**config.mk**
```make
export PLATFORM = sky130hd
export DESIGN_NAME = random_sequence_controller
export DESIGN_NICKNAME = d
export VERILOG_FILES = /design/src/rtl/random_sequence_controller.sv
export SDC_FILE = /design/constraint.sdc
export NUM_CORES = 1
export LEC_CHECK = 0
export CELL_PAD_IN_SITES_DETAIL_PLACEMENT = 0
export CELL_PAD_IN_SITES_GLOBAL_PLACEMENT = 2
export CORE_UTILIZATION = 43
export CTS_BUF_LIST = sky130_fd_sc_hd__clkbuf_4 sky130_fd_sc_hd__clkbuf_8
export DETAILED_ROUTE_END_ITERATION = 8
export MAX_ROUTING_LAYER = met4
export PLACE_DENSITY_LB_ADDON = 0.1
export SLEW_MARGIN = 20
export SYNTH_ARGS = -nofsm -noshare
export SYNTH_HDL_FRONTEND = slang
export SYNTH_SLANG_ARGS = --single-unit
```
**constraint.sdc**
```tcl
create_clock -name clk -period 6.1 [get_ports clk]
set_clock_uncertainty 0.15 [all_clocks]
set_input_delay 0.61 -clock clk [delete_from_list [all_inputs] [get_ports clk]]
set_output_delay 0.61 -clock clk [all_outputs]
set_load 0.01 [all_outputs]
```
**src/rtl/random_sequence_controller.sv**
```systemverilog
// random_sequence_controller
// Grows a random 2-bit symbol sequence by one entry per round, plays the whole
// sequence to the display stage, then checks the player's entries in order.
// Every output is decoded from registered state only; button and LFSR inputs
// never reach an output combinationally.

module random_sequence_controller #(
   parameter int MAX_LEN     = 16,
   parameter int SHOW_CYCLES = 4,
   parameter int GAP_CYCLES  = 2,
   parameter int LW          = $clog2(MAX_LEN + 1)
) (
   input  logic          clk,
   input  logic          reset,
   input  logic          start,
   output logic          rnd_get,
   input  logic [1:0]    rnd_value,
   input  logic          btn_valid,
   input  logic [1:0]    btn_value,
   output logic          show_valid,
   output logic [1:0]    show_value,
   output logic          busy,
   output logic [LW-1:0] level,
   output logic          win,
   output logic          fail
);

   localparam int IW   = (MAX_LEN > 1) ? $clog2(MAX_LEN) : 1;
   localparam int TMAX = (SHOW_CYCLES > GAP_CYCLES) ? SHOW_CYCLES : GAP_CYCLES;
   localparam int TW   = (TMAX > 1) ? $clog2(TMAX) : 1;

   localparam logic [2:0] S_IDLE     = 3'd0;
   localparam logic [2:0] S_ADD      = 3'd1;
   localparam logic [2:0] S_CAPT     = 3'd2;
   localparam logic [2:0] S_SHOW_ON  = 3'd3;
   localparam logic [2:0] S_SHOW_GAP = 3'd4;
   localparam logic [2:0] S_WAIT_IN  = 3'd5;
   localparam logic [2:0] S_WIN      = 3'd6;
   localparam logic [2:0] S_FAIL     = 3'd7;

   logic [2:0]    r_state;
   logic [LW-1:0] r_level;
   logic [IW-1:0] r_index;
   logic [TW-1:0] r_timer;
   logic [1:0]    r_mem [MAX_LEN];

   logic          w_atLast;
   logic          w_isMax;
   logic          w_showDone;
   logic          w_gapDone;
   logic [1:0]    w_memAtIdx;
   logic [IW-1:0] w_wrAddr;

   // index points at the final symbol of the current sequence
   assign w_atLast   = (LW'(r_index) == (r_level - LW'(1)));
   assign w_isMax    = (r_level == LW'(MAX_LEN));
   assign w_showDone = (r_timer == TW'(SHOW_CYCLES - 1));
   assign w_gapDone  = (r_timer == TW'(GAP_CYCLES - 1));
   assign w_memAtIdx = r_mem[r_index];
   // level is always below MAX_LEN while capturing, so it fits the address
   assign w_wrAddr   = IW'(r_level);

   assign rnd_get    = (r_state == S_ADD);
   assign show_valid = (r_state == S_SHOW_ON);
   assign show_value = (r_state == S_SHOW_ON) ? w_memAtIdx : 2'b00;
   assign busy       = (r_state != S_IDLE) && (r_state != S_WIN) && (r_state != S_FAIL);
   assign level      = r_level;
   assign win        = (r_state == S_WIN);
   assign fail       = (r_state == S_FAIL);

   // Sequence memory: one new symbol from the LFSR per round, no reset needed
   always_ff @(posedge clk) begin
      if (r_state == S_CAPT) begin
         r_mem[w_wrAddr] <= rnd_value;
      end
   end

   // Main game FSM: round growth, timed playback and entry checking
   always_ff @(posedge clk or posedge reset) begin
      if (reset) begin
         r_state <= S_IDLE;
         r_level <= '0;
         r_index <= '0;
         r_timer <= '0;
      end else begin
         case (r_state)
            S_IDLE, S_WIN, S_FAIL: begin
               if (start) begin
                  r_level <= '0;
                  r_index <= '0;
                  r_state <= S_ADD;
               end
            end
            S_ADD: begin
               r_state <= S_CAPT;
            end
            S_CAPT: begin
               r_level <= r_level + LW'(1);
               r_index <= '0;
               r_timer <= '0;
               r_state <= S_SHOW_ON;
            end
            S_SHOW_ON: begin
               if (w_showDone) begin
                  r_timer <= '0;
                  r_state <= S_SHOW_GAP;
               end else begin
                  r_timer <= r_timer + TW'(1);
               end
            end
            S_SHOW_GAP: begin
               if (w_gapDone) begin
                  r_timer <= '0;
                  if (w_atLast) begin
                     r_index <= '0;
                     r_state <= S_WAIT_IN;
                  end else begin
                     r_index <= r_index + IW'(1);
                     r_state <= S_SHOW_ON;
                  end
               end else begin
                  r_timer <= r_timer + TW'(1);
               end
            end
            S_WAIT_IN: begin
               if (btn_valid) begin
                  if (btn_value != w_memAtIdx) begin
                     r_state <= S_FAIL;
                  end else if (!w_atLast) begin
                     r_index <= r_index + IW'(1);
                  end else if (w_isMax) begin
                     r_state <= S_WIN;
                  end else begin
                     r_state <= S_ADD;
                  end
               end
            end
            default: begin
               r_state <= S_IDLE;
            end
         endcase
      end
   end

endmodule

```
## Word level (Yosys, flattened, before mapping)

Memory sizes are Yosys's and may differ from the RTL's.
Cells that the tools add are included.

- Memory bits (writable): 32
- Output and inout bits: 12
- Register bits after elaboration: 14
- Input bits: 8
- Memories kept: 1

- Multiplexer cells: 24
- Eq/ne operators: 21
- Reductions and logical operators: 11
- $add $sub $neg: 4

Memories:

| memory | words | bits a word | rd ports | clocked after Yosys merged registers in | wr ports | line | source |
|---|---|---|---|---|---|---|---|
| r_mem | 16 | 2 | 1 | 0 | 1 | 45 | `logic [1:0] r_mem [MAX_LEN];` |

Operator list:

| cell | count |
|---|---|
| $mux W3 | 8 |
| $mux W4 | 6 |
| $pmux W3 S6 | 1 |
| $pmux W4 S4 | 1 |
| $eq A3 B3 Y1 const B | 4 |
| $ne A2 B2 Y1 const B | 5 |
| $pmux W5 S2 | 1 |
| $ne A3 B3 Y1 const B | 3 |
| $eq A3 B2 Y1 const B | 2 |
| $mux W2 | 3 |
| $pmux W2 S3 | 1 |
| $reduce_and A6 Y1 | 1 |
| $reduce_bool A3 Y1 | 2 |
| $add A5 B1 Y5 const B | 1 |
| $eq A4 B5 Y1 | 1 |
| $eq A5 B5 Y1 const B | 1 |
| $mux W5 | 1 |
| $reduce_and A5 Y1 | 1 |
| $sub A5 B1 Y5 const B | 1 |
| $add A4 B1 Y4 const B | 1 |
| $reduce_bool A4 Y1 | 1 |
| $eq A3 B1 Y1 const B | 1 |
| $logic_not A3 Y1 | 1 |
| $reduce_or A3 Y1 | 1 |
| other kinds (9) | 11 |

## Logic depth before layout (Yosys ltp)

- Depth after elaboration: 6
- Depth in mapped cells: 9

## Worst setup path after synthesis

OpenSTA, ideal clock, no wires.

- Path type: reg2reg
- Start point: reg r_level[0] (netlist: level[0])
- End point: reg r_state[0]
- Data required time: 5.831 ns
- Cell stages (with the launch flop): 9
- Slack: 3.536 ns
- Setup time: 0.119 ns
- Arrival time: 2.295 ns
- Cells stage by stage: dfrtp_1 > inv_1 > ha_1 > xor2_1 > a311oi_1 > a21oi_1 > or3_1 > or4_1 > o21a_1

- Word-level cells in the longest chain between the ends: 6
- Elaborated cells on any way between the ends: 10
- Classes of those cells: add/sub (1); eq/ne (3); mux (5); reduce/logical (1)

Ends and longest elaborated chain:

| element | line | source |
|---|---|---|
| start: declaration | 42 | `logic [LW-1:0] r_level;` |
| start signal: assignment | 98 | `r_level <= r_level + LW'(1);` |
| parallel branches: the longest is 6 deep, another holds $sub A5 B1 Y5 | n/a |  |
| end signal: assignment | 91 | `r_state <= S_ADD;` |
| end signal: assignment | 128 | `r_state <= S_FAIL;` |
| end signal: assignment | 132 | `r_state <= S_WIN;` |
| end: declaration | 41 | `logic [2:0] r_state;` |

Several ways; the timed one is not identified. The select of a mux whose other input is x is not followed.
A chain may end at the register's enable or synchronous reset.

## Worst setup path after layout

- Start point: reg r_index[0]
- End point: out show_value[1]

- Word-level cells in the longest chain between the ends: 2

Ends and longest elaborated chain:

| element | line | source |
|---|---|---|
| start: declaration | 43 | `logic [IW-1:0] r_index;` |
| start signal: assignment | 118 | `r_index <= r_index + IW'(1);` |
| start signal: assignment | 130 | `r_index <= r_index + IW'(1);` |
| $mem_v2 Z16 W2 | n/a |  |
| $mux W2 | 65 | `assign show_value = (r_state == S_SHOW_ON) ? w_memAtIdx : 2'b00;` |
| end: declaration | 21 | `output logic [1:0] show_value,` |

No other way between the ends.

==> out/results.tsv <==
metric	value	unit
hold_buf cts	0	
Startpoint Class	flop	
cell-internal power	0.6627	mW
minimum clock period	3.498	ns
first-pass GRT wire length	9.591	mm
sequential share of power	38.4	%
clk buf depth	2	
Ant. Diodes	0	
top_reg_cell synth	edfxtp_1	
Syn Area/Cell	10.52	um2
CP Data Required Time	5.34	ns
Logic pwr share	43.2	%
asr flop ratio synth	30.43	%
Syn Inst Count	261	
worst hold stages	1	
crit path DAT	2.74	ns
via count of the first global-routing pass	1849	
largest net degree at the start of global routing	18	
grt ovf	0	
count of max-cap constraint violations	0	
io pins	20	
count of cell types in the netlist	58	
Synth Area in Compound Gates	15.31	%
CTS-repair resized insts	0	
Die ar.	0.006708	mm2
Chip Width	81.90	um
reg2reg setup slack	2.96	ns
CP bufs+invs	1	
Fin Setup TNS	0	ns
final WL	5.851	mm
endpoints failing setup	0	
Peak Freq	285.9	MHz
switching share of power	40.17	%
leakage	1.078	nW
FF-to-FF Start	r_index[0]	
post-synthesis simple-gate area fraction	17.00	%
mux contribution to synthesized area	7.840	%
Iteration-0 DRC Markers	123	
CP max stage delay	0.89	ns
outcome	finished, final reports clean	
nature of the critical path endpoint	output pin	
CP cell instances	mux4_2, mux2i_1, and2_1, a211oi_1, clkdlybuf4s50_1	
design area	0.003042	mm2
Post-synth EDFFs	32	
Hold/Removal Path Class	reg -> reg	
setup ws final	2.602	ns
Detailed Place HPWL	4.239	mm
post-synthesis xor/xnor area fraction	1.276	%
clock transition at the registers of the reported paths	0.09	ns
post-synthesis adder-cell area fraction	5.469	%
CTS tree	yes	
Total GRT Usage	20.23	%
post-synthesis sequential area ratio	47.77	%
max-slew violations	0	
Root Buffer	clkbuf_8	
Top delay family on crit path	flip-flops	
vias per inst	5.641	
total nets after synthesis	281	
Num CTS Buffers	5	
peak supply drop	174.9	uV
GPL Wtd Cong	0.7771	
part of the cycle the worst path needs	57.34	%
placed cell areas	0.002947	mm2
Placement Setup Slack	2.886	ns
pwr dens	364.2	mW/mm2
largest family of logic cells by synthesized area	simple AND/OR/NAND/NOR gates	
DR vias	1980	
core area	0.006026	mm2
clock latency on the worst-skew pair	0.31	ns
H-Tree Depth	2	
CTS Sinks	46	
layout cell share with drive strength beyond 1	8.333	%
crit path max-delay cell type	dfrtp_1	
worst-path maximum fanout	17	
post-route ant nets	0	
Residual DRC	0	
initial antenna violation count	0	
Buffers on Ports	19	
Netlist Area Pre-Place	0.002745	mm2
hold path startpoint	r_timer[0]	
Post-CTS Repair Setup Buffers	0	
fin nets	295	
drt pass-1 iters	4	
final hold vios	0	
slew at the pin closest to its max-slew limit	0.8202	ns
RSZ-0062 raised after global routing	false	
die height	81.90	um
num rows	28	
Worst Setup SP	r_index[0]	
Setup CP Type	reg -> out	
most frequent cells in the layout	32 x nor2_1, 32 x edfxtp_1, 22 x nand2_1	
WL per Instance	16.67	um
clock share of power	18.4	%
Initial Utilization	45.56	%
Synth warnings	0	
R2R depth	7	
sw power	0.4450	mW
FF+latch count, synth	46	
relative slew slack	45.32	%
Reg-to-Reg End	r_index[3]	
P&R area growth vs syn	10.80	%
Hold EP	r_timer[0]	
==> cell usage after synthesis, drive strengths merged (4+ instances only) <==
cell type | count | share of area [%]
nor3 | 11 | 2.2
inv | 17 | 2.3
nand2b | 5 | 1.1
buf | 6 | 2.2
mux2i | 8 | 2.9
mux4 | 4 | 3.3
nor2 | 32 | 4.4
o21ai | 16 | 2.9
nand2 | 23 | 3.2
a21oi | 9 | 1.6
edfxtp | 32 | 35
ha | 12 | 5.5
nand3 | 10 | 1.8
o22ai | 6 | 1.6
mux2 | 4 | 1.6
dfrtp | 14 | 13
clkbuf | 6 | 0.82
==> sequential cells by signal, indices dropped and copies added (netlist names) <==
register / flops
r_mem: 32
level: 5
r_index: 4
r_state: 3
r_timer: 2
==> layer usage <==
layer / global-route usage (%) / wire length, um / up-vias / share of wire [%]
met5: - / 0 / - / 0
met4: 5.789 / 33 / 0 / 0.56
met3: 4.556 / 290 / 4 / 5.0
met2: 29.50 / 2610 / 47 / 45
met1: 28.06 / 2916 / 944 / 50
li1: - / - / 985 / -
==> worst max path at each step <==
stage / end / slack, ns / depth (start not counted)
global placement: show_value[1] / 2.93 / 5
detailed placement: show_value[1] / 2.89 / 5
global route: show_value[1] / 2.44 / 5
CTS: show_value[1] / 2.54 / 5
finish: show_value[1] / 2.60 / 5
floorplan: r_state[0] / 3.54 / 8
==> through the flow <==
| step | cells | util (%) | total power, mW | hold slack (ns) |
|---|---|---|---|---|
| after global routing | 351 | 50.48 | 1.192 | 0.4347 |
| after detailed placement | 343 | 48.90 | 0.9133 | 0.4031 |
| after CTS | 351 | 50.48 | 1.117 | 0.4149 |
| after floorplan | 261 | - | 0.7748 | 0.3492 |
| after global placement | 343 | 48.90 | 0.9143 | 0.3999 |
| final | 351 | 50.48 | 1.108 | 0.4101 |
==> worst register-to-register path, cell delays in order (launching register included) <==
cell	delay, ns
dfrtp_1	0.89
mux4_2	0.62
mux2i_1	0.24
xnor2_1	0.17
o221ai_2	0.16
o41ai_4	0.49
a21boi_1	0.22
o22ai_1	0.09
==> power by group through the flow <==
| stage | sequential, mW | clock (mW) | combinational (mW) |
|---|---|---|---|
| CTS | 0.425 | 0.209 | 0.483 |
| global route | 0.434 | 0.225 | 0.533 |
| detailed placement | 0.432 | 0 | 0.481 |
| global placement | 0.434 | 0 | 0.480 |
| floorplan | 0.395 | 0 | 0.380 |
| finish | 0.425 | 0.204 | 0.479 |
==> cell type report <==
type / count / area (um2)
Fill cell: 568 / 2984
Sequential cell: 46 / 1311
Multi-Input combinational cell: 186 / 1287
Timing Repair Buffer: 19 / 190.2
Tap cell: 75 / 93.84
Clock buffer: 5 / 68.82
Inverter: 17 / 63.81
Clock inverter: 3 / 26.28
==> cells by family (layout without fill, tap and decap cells) <==
family                   Yosys count  in the layout
AND/OR/NAND/NOR                   96             96
flip-flops                        46             46
AO/OA/AOI/OAI                     58             58
XOR/XNOR                           4              4
multiplexers                      16             16
adder cells (fa/ha/maj)           12             12
buffers and inverters             29             44
Note: power is estimated with default switching activity, not from simulation.
